$ cat config.mk
export PLATFORM = sky130hd
export DESIGN_NAME = riscv_mul_ctrl
export DESIGN_NICKNAME = d
export VERILOG_FILES = /design/src/rtl/riscv_mul_ctrl.sv
export SDC_FILE = /design/constraint.sdc
export NUM_CORES = 1
export LEC_CHECK = 0
export ABC_AREA = 1
export CORE_MARGIN = 2
export CORE_UTILIZATION = 30
export CTS_CLUSTER_SIZE = 20
export DETAILED_ROUTE_END_ITERATION = 10
export HOLD_SLACK_MARGIN = 0.05
export SLEW_MARGIN = 20
export SYNTH_ARGS = -nofsm -noshare
export SYNTH_HDL_FRONTEND = slang
export SYNTH_SLANG_ARGS = --single-unit
$ cat constraint.sdc
create_clock -name clk_i -period 1.78 [get_ports clk_i]
set_input_delay 0.267 -clock clk_i [delete_from_list [all_inputs] [get_ports clk_i]]
set_output_delay 0.267 -clock clk_i [all_outputs]
set_load 0.01 [all_outputs]
$ cat src/rtl/riscv_mul_ctrl.sv
// Sequencer between execute and the 33x33 signed multi-cycle multiplier for RV32M MUL/MULH/MULHSU/MULHU.
// Issues one request per op, returns the selected half, and replays repeated operands from a one-entry cache.
module riscv_mul_ctrl #(
    parameter bit CACHE_EN = 1'b1
) (
    input  logic        clk_i,
    input  logic        rst_i,
    input  logic        valid_i,
    input  logic [1:0]  op_i,
    input  logic [31:0] rs1_i,
    input  logic [31:0] rs2_i,
    input  logic        kill_i,
    output logic        ready_o,
    output logic        busy_o,
    output logic        valid_o,
    output logic [31:0] result_o,
    output logic        mreq_o,
    output logic [32:0] ma_o,
    output logic [32:0] mb_o,
    output logic        mzf_o,
    input  logic        mrdy_i,
    input  logic [63:0] mres_i,
    output logic [15:0] hit_cnt_o
);

    // Handshake: an op transfers on a cycle where valid_i & ready_o & ~kill_i;
    // the result is a one-cycle valid_o pulse with no backpressure.
    typedef enum logic [1:0] {
        IDLE  = 2'd0,
        HIT   = 2'd1,
        WAIT  = 2'd2,
        DRAIN = 2'd3
    } state_t;

    localparam logic [1:0] OP_MUL    = 2'b00;
    localparam logic [1:0] OP_MULH   = 2'b01;
    localparam logic [1:0] OP_MULHSU = 2'b10;

    state_t      state_q;
    logic [1:0]  op_q;
    logic        cache_vld_q;
    logic [32:0] key_a_q;
    logic [32:0] key_b_q;
    logic [63:0] prod_q;

    logic [32:0] a_ext;
    logic [32:0] b_ext;
    logic        zf;
    logic        accept;
    logic        hit;

    always_comb begin
        a_ext = {1'b0, rs1_i};
        b_ext = {1'b0, rs2_i};
        case (op_i)
            OP_MUL, OP_MULH: begin
                a_ext = {rs1_i[31], rs1_i};
                b_ext = {rs2_i[31], rs2_i};
            end
            OP_MULHSU: begin
                a_ext = {rs1_i[31], rs1_i};
                b_ext = {1'b0, rs2_i};
            end
            default: begin
                a_ext = {1'b0, rs1_i};
                b_ext = {1'b0, rs2_i};
            end
        endcase
    end

    assign zf      = (rs1_i == 32'd0) | (rs2_i == 32'd0);
    assign ready_o = (state_q == IDLE);
    assign busy_o  = (state_q != IDLE);
    assign accept  = ready_o & valid_i & ~kill_i;

    // The key is the extended operand pair, so MUL and MULH on the same registers share a product.
    assign hit = CACHE_EN & cache_vld_q & (key_a_q == a_ext) & (key_b_q == b_ext);

    function automatic logic [31:0] sel_half(input logic [1:0] op, input logic [63:0] p);
        return (op == OP_MUL) ? p[31:0] : p[63:32];
    endfunction

    always_ff @(posedge clk_i) begin
        if (rst_i) begin
            state_q     <= IDLE;
            op_q        <= OP_MUL;
            cache_vld_q <= 1'b0;
            key_a_q     <= '0;
            key_b_q     <= '0;
            prod_q      <= '0;
            valid_o     <= 1'b0;
            result_o    <= '0;
            mreq_o      <= 1'b0;
            ma_o        <= '0;
            mb_o        <= '0;
            mzf_o       <= 1'b0;
            hit_cnt_o   <= '0;
        end else begin
            valid_o <= 1'b0;
            mreq_o  <= 1'b0;
            case (state_q)
                IDLE: begin
                    if (accept) begin
                        if (hit) begin
                            valid_o  <= 1'b1;
                            result_o <= sel_half(op_i, prod_q);
                            if (hit_cnt_o != 16'hFFFF) begin
                                hit_cnt_o <= hit_cnt_o + 16'd1;
                            end
                            state_q  <= HIT;
                        end else begin
                            ma_o    <= a_ext;
                            mb_o    <= b_ext;
                            mzf_o   <= zf;
                            mreq_o  <= 1'b1;
                            op_q    <= op_i;
                            state_q <= WAIT;
                        end
                    end
                end
                HIT: begin
                    state_q <= IDLE;
                end
                WAIT: begin
                    if (mrdy_i) begin
                        cache_vld_q <= 1'b1;
                        key_a_q     <= ma_o;
                        key_b_q     <= mb_o;
                        prod_q      <= mres_i;
                        if (!kill_i) begin
                            valid_o  <= 1'b1;
                            result_o <= sel_half(op_q, mres_i);
                        end
                        state_q <= IDLE;
                    end else if (kill_i) begin
                        state_q <= DRAIN;
                    end
                end
                DRAIN: begin
                    // The multiplier cannot be aborted; keep its product for a likely retry.
                    if (mrdy_i) begin
                        cache_vld_q <= 1'b1;
                        key_a_q     <= ma_o;
                        key_b_q     <= mb_o;
                        prod_q      <= mres_i;
                        state_q     <= IDLE;
                    end
                end
                default: begin
                    state_q <= IDLE;
                end
            endcase
        end
    end

endmodule

Yosys cells after proc, flatten, opt, wreduce, memory -nomap -nowiden. Index checks and enable logic that the tools add are counted.

$add $sub $neg: 1. Equal/unequal tests: 14. Multiplexer cells: 21. Bitwise gates (word level): 9. Reductions and logical operators: 16.

Operator list (number): two-way mux 32 bit (6); == test 33 bit (2); two-way mux 33 bit (2); zero test 32 bit (2); case mux 32 bit (2 select lines) (1); adder 16 x 1 -> 16 bit, second input constant (1); inequality test 16 bit, second input constant (1); two-way mux 2 bit (5); case mux 2 bit (4 select lines) (1); == test 2 bit, second input constant (3); zero test 2 bit (3); inequality test 2 bit, second input constant (3); AND reduction 3 bit (2); OR reduction 3 bit (2); two-way mux 1 bit (5); AND reduction 5 bit (1); bitwise AND 1 bit (4); == test 2 x 1 -> 1 bit, second input constant (2); inequality test 2 x 1 -> 1 bit, second input constant (2); inverter 1 bit (4); AND reduction 4 bit (1); nonzero test 2 bit (2); OR reduction 2 bit (2); inequality test 3 bit, second input constant (1); 3 further kinds (3).

Register bits: 252. Bits of input ports: 135. Output and inout port bits: 119. Word-level logic and storage cells: 74.

Longest topological paths before layout.
Depth after elaboration: 9. Depth in mapped cells: 15. Depth with buffers taken out: 14.

Worst setup path after synthesis. No wires, ideal clock.

Path type: register to register. Start point: register hit_cnt_o[5]. End point: register hit_cnt_o[11]. Library setup time: 0.070 ns. Arrival: 1.633 ns. Required time: 1.710 ns. Setup slack: 0.077 ns. Cell stages (with the launch flop): 10. Buffers on the path: 1. Period minus slack after synthesis: 1.703 ns. Cells stage by stage: dfxtp_1 > inv_1 > nor3_2 > nand2_1 > nor2_1 > nand4_1 > nand3_2 > buf_4 > nand2_1 > a21oi_1.

Cells in the longest elaborated chain, start to end: 2. Elaborated cells between the ends (all ways): 3. Classes of those cells: add/sub: 1; eq/ne: 1; reduce/logical: 1.

Ends and longest elaborated chain: from (decl) (line 23) `output logic [15:0] hit_cnt_o`; from (signal assigned) (line 108) `hit_cnt_o <= hit_cnt_o + 16'd1;`; branches (longest 2 deep; another with adder 16 x 1 -> 16 bit).

Parallel ways; which one is timed is not known. A chain may end at the register's enable or synchronous reset.

Worst setup path after layout.
Start point: register key_b_q[16]. End point: register result_o[10].

Cells in the longest elaborated chain, start to end: 4.

Ends and longest elaborated chain: from (decl) (line 43) `logic [32:0] key_b_q;`; from (signal assigned) (line 128) `key_b_q <= mb_o;`; from (signal assigned) (line 144) `key_b_q <= mb_o;`; == test 33 bit (line 77) `assign hit = CACHE_EN & cache_vld_q & (key_a_q == a_ext) & (key_b_q == b_ext);`; bitwise AND 1 bit (line 77); inequality test 2 x 1 -> 1 bit (no line); AND reduction 5 bit (no line); to (signal assigned) (line 106) `result_o <= sel_half(op_i, prod_q);`; to (signal assigned) (line 132) `result_o <= sel_half(op_q, mres_i);`; to (decl) (line 16) `output logic [31:0] result_o,`.

No other way between the ends.

==> results.cfg <==
[setup_path]
cp_data_arrival_time_ps = 2560
required_ps = 2290
path_class = reg -> reg
critPathMaxStageDelay_ps = 330
crit_chain = xor2_2 > or2_1 > nor2_4 > buf_6 > nand4_1 > nor2_4 > nand2_4 > buf_12 > nand3_4 > nand2_2 > nor2_2
worst_path_max_delay_cell = dfxtp_2
timing.rr.start = key_b_q[16]
rrSetupSlack_ps = -260
crit_fanout = 8
cp-start-kind = flip-flop
critPathLaunch = key_b_q[16]
path_common_cell = nor2_4
crit_path_end_kind = flip-flop

[grt]
grt_pass1_wl_um = 74700
grt_usage = 0.225
grt_overflow = 0
grt_pass1_vias = 13400
antenna_found_initial = 4
grt_max_degree = 82

[outcome]
violations = setup timing
status = finished, violations left

[route]
vias_per_cell = 4.83
drc = 0
vias = 14100
first_pass_iters = 7
drtAntennaViolNets = 0
wirelength_um = 50000
wire_per_inst_um = 17.1
first_iter_violations = 950

[cts]
numCtsBuffers = 30
htreeDepth = 1
cts_hold_buf = 0
clk_pin_slew_ps = 60
clkSinkCount = 252
clock_latency_ps = 580
cts_tree = built
ctsLongestPathBuffers = 3
cts_root_buffer = clkbuf_16

[die]
core-area_um2 = 40600
die_h_um = 206
die_area_um2 = 42600
floorplan.initialDensity = 0.302
die_x_um = 206
ios = 254
rows = 74

[sta]
slew_viol_final = 0
rsz0062_at_grt = yes
fmax_mhz = 489
whs_ps = 69.0
hold_viol = 0
slew_headroom = 0.673
clock_skew_ps = 15.4
timing.final.ws_setup_ps = -265
worstMarginPinSlew_ps = 490
setup_tns_ps = -23020
setup_viol = 121
period_share = 1.15
period_needed_ps = 2040

[flow_run]
cap_violations = 0

[worst_hold_path]
hp-start = rst_i
hold_path_class = in -> reg

[place]
portBuffers = 253
dp_hpwl_um = 33100
routabilityCongestion = 0.933
pre_cts_slack_ps = -792

[synth]
synth-seq-cells = 252
synth.distinct_cells = 30
yosys_warnings = 0
synthCells = 1893
syn_area_per_cell_um2 = 6.49
syn_area_um2 = 12300
seq_area_frac_synth = 0.410
syn_nets = 2029

[power_and_ir_drop]
p_total_uw = 21500
ir_worst_vdd_mv = 0.798
powerDensity_nw_per_um2 = 1090
leakagePower_uw = 0.00916

[finish]
final_nets = 2506
drive_gt1_frac = 0.236
area_delta_synth_final_pct = 60.2
final_util = 0.485
flip-flops by register name, summed over array words and instances, names as in the netlist:
| signal | cells |
|---|---|
| mb_o | 33 |
| mreq_o | 1 |
| op_q | 2 |
| key_b_q | 33 |
| hit_cnt_o | 16 |
| state_q | 2 |
| result_o | 32 |
| ma_o | 33 |
| cache_vld_q | 1 |
| mzf_o | 1 |
| prod_q | 64 |
| key_a_q | 33 |
| valid_o | 1 |
synthesized netlist by cell type:
cell type	count	area, µm²
nand2_1	398	1490
nor2_1	299	1120
dfxtp_1	252	5040
inv_1	209	785
o21ai_0	209	1050
a21oi_1	185	926
nand3_1	116	581
clkbuf_1	74	278
nand4_1	30	188
nor4_1	15	93.8
xor2_1	15	131
buf_1	14	52.6
o22ai_1	13	81.3
mux2i_1	12	120
buf_2	9	45.0
inv_2	8	30.0
nor3_1	8	40.0
buf_4	6	45.0
buf_6	5	56.3
nand3b_1	3	22.5
o31ai_1	2	15.0
or2_1	2	12.5
xnor2_1	2	17.5
and3_1	1	6.26
ha_1	1	12.5
nand2_4	1	11.3
nand3_2	1	10.0
nor2_2	1	6.26
nor2_4	1	11.3
nor3_2	1	10.0
placed cells by master, fill, tap and decap left out, types with 6 or more instances in the layout:
cell type	count
nor3_1	7
nand2_1	318
dfxtp_2	29
nand3_1	104
mux2i_1	12
nor2_2	27
o22ai_1	13
buf_16	12
nand3_2	8
clkdlybuf4s50_1	148
dlymetal6s2s_1	24
nor2_1	262
a21oi_2	27
clkbuf_8	8
buf_6	12
inv_1	203
a21oi_1	158
nor2_4	12
dlygate4sd2_1	79
dfxtp_1	220
clkinv_2	6
buf_12	22
nand4_1	30
clkbuf_16	34
o21ai_0	205
inv_2	12
nor4_1	15
nand2_4	22
nand2_2	58
buf_4	247
xor2_1	14
critical path, delay by kind of cell (launching register included):
kind,cells,cell delay (ps)
flip-flops,1,330
buffers and inverters,2,300
AND/OR/NAND/NOR,8,1170
XOR/XNOR,1,180
power breakdown:
part           internal (µW)  total, µW  switching, µW
sequential              6670       7280            614
combinational           3550       7680           4130
clock                   3990       6550           2560
total                  14200      21500           7300
cells by family after synthesis:
group | after synthesis | synth area share
AND/OR/NAND/NOR | 877 | 0.294
AO/OA/AOI/OAI | 409 | 0.168
buffers and inverters | 325 | 0.105
flip-flops | 252 | 0.410
XOR/XNOR | 17 | 0.0121
multiplexers | 12 | 0.00977
adder cells (fa/ha/maj) | 1 | 0.00102
area by class of cell:
type	count	area [µm²]
antenna	3	7.51
timing repair buffer	553	5390
clock buffer	43	880
sequential	252	5090
fill	4008	20900
clock inverter	12	174
multi-input combinational	1316	6670
tap	532	666
inverter	217	820
path summary, 6_finish.rpt:
path                            cells past startpoint            end
worst max-delay path                               11   result_o[10]
worst min-delay path                                4  hit_cnt_o[12]
worst max register to register                     11   result_o[10]
worst min register to register                      2     prod_q[29]
repair_timing:
action,in CTS,in global routing
setup endpoints to repair,198,146
cloned,13,4
pin swaps,17,83
setup buffers,16,6
gates resized for setup,196,188
stage by stage:
stage,area (µm²),std cells
after CTS,19000,2919
after detailed placement,17300,2836
after floorplan,12300,1893
final,19700,2928
after global routing,19700,2927
after global placement,17300,2836
metal layers:
metal	wire, µm	track usage
met5	16	0
met2	22800	0.361
met3	3450	0.0416
met4	1490	0.0753
met1	22300	0.302
No activity file was read; power rests on OpenSTA's default activity.
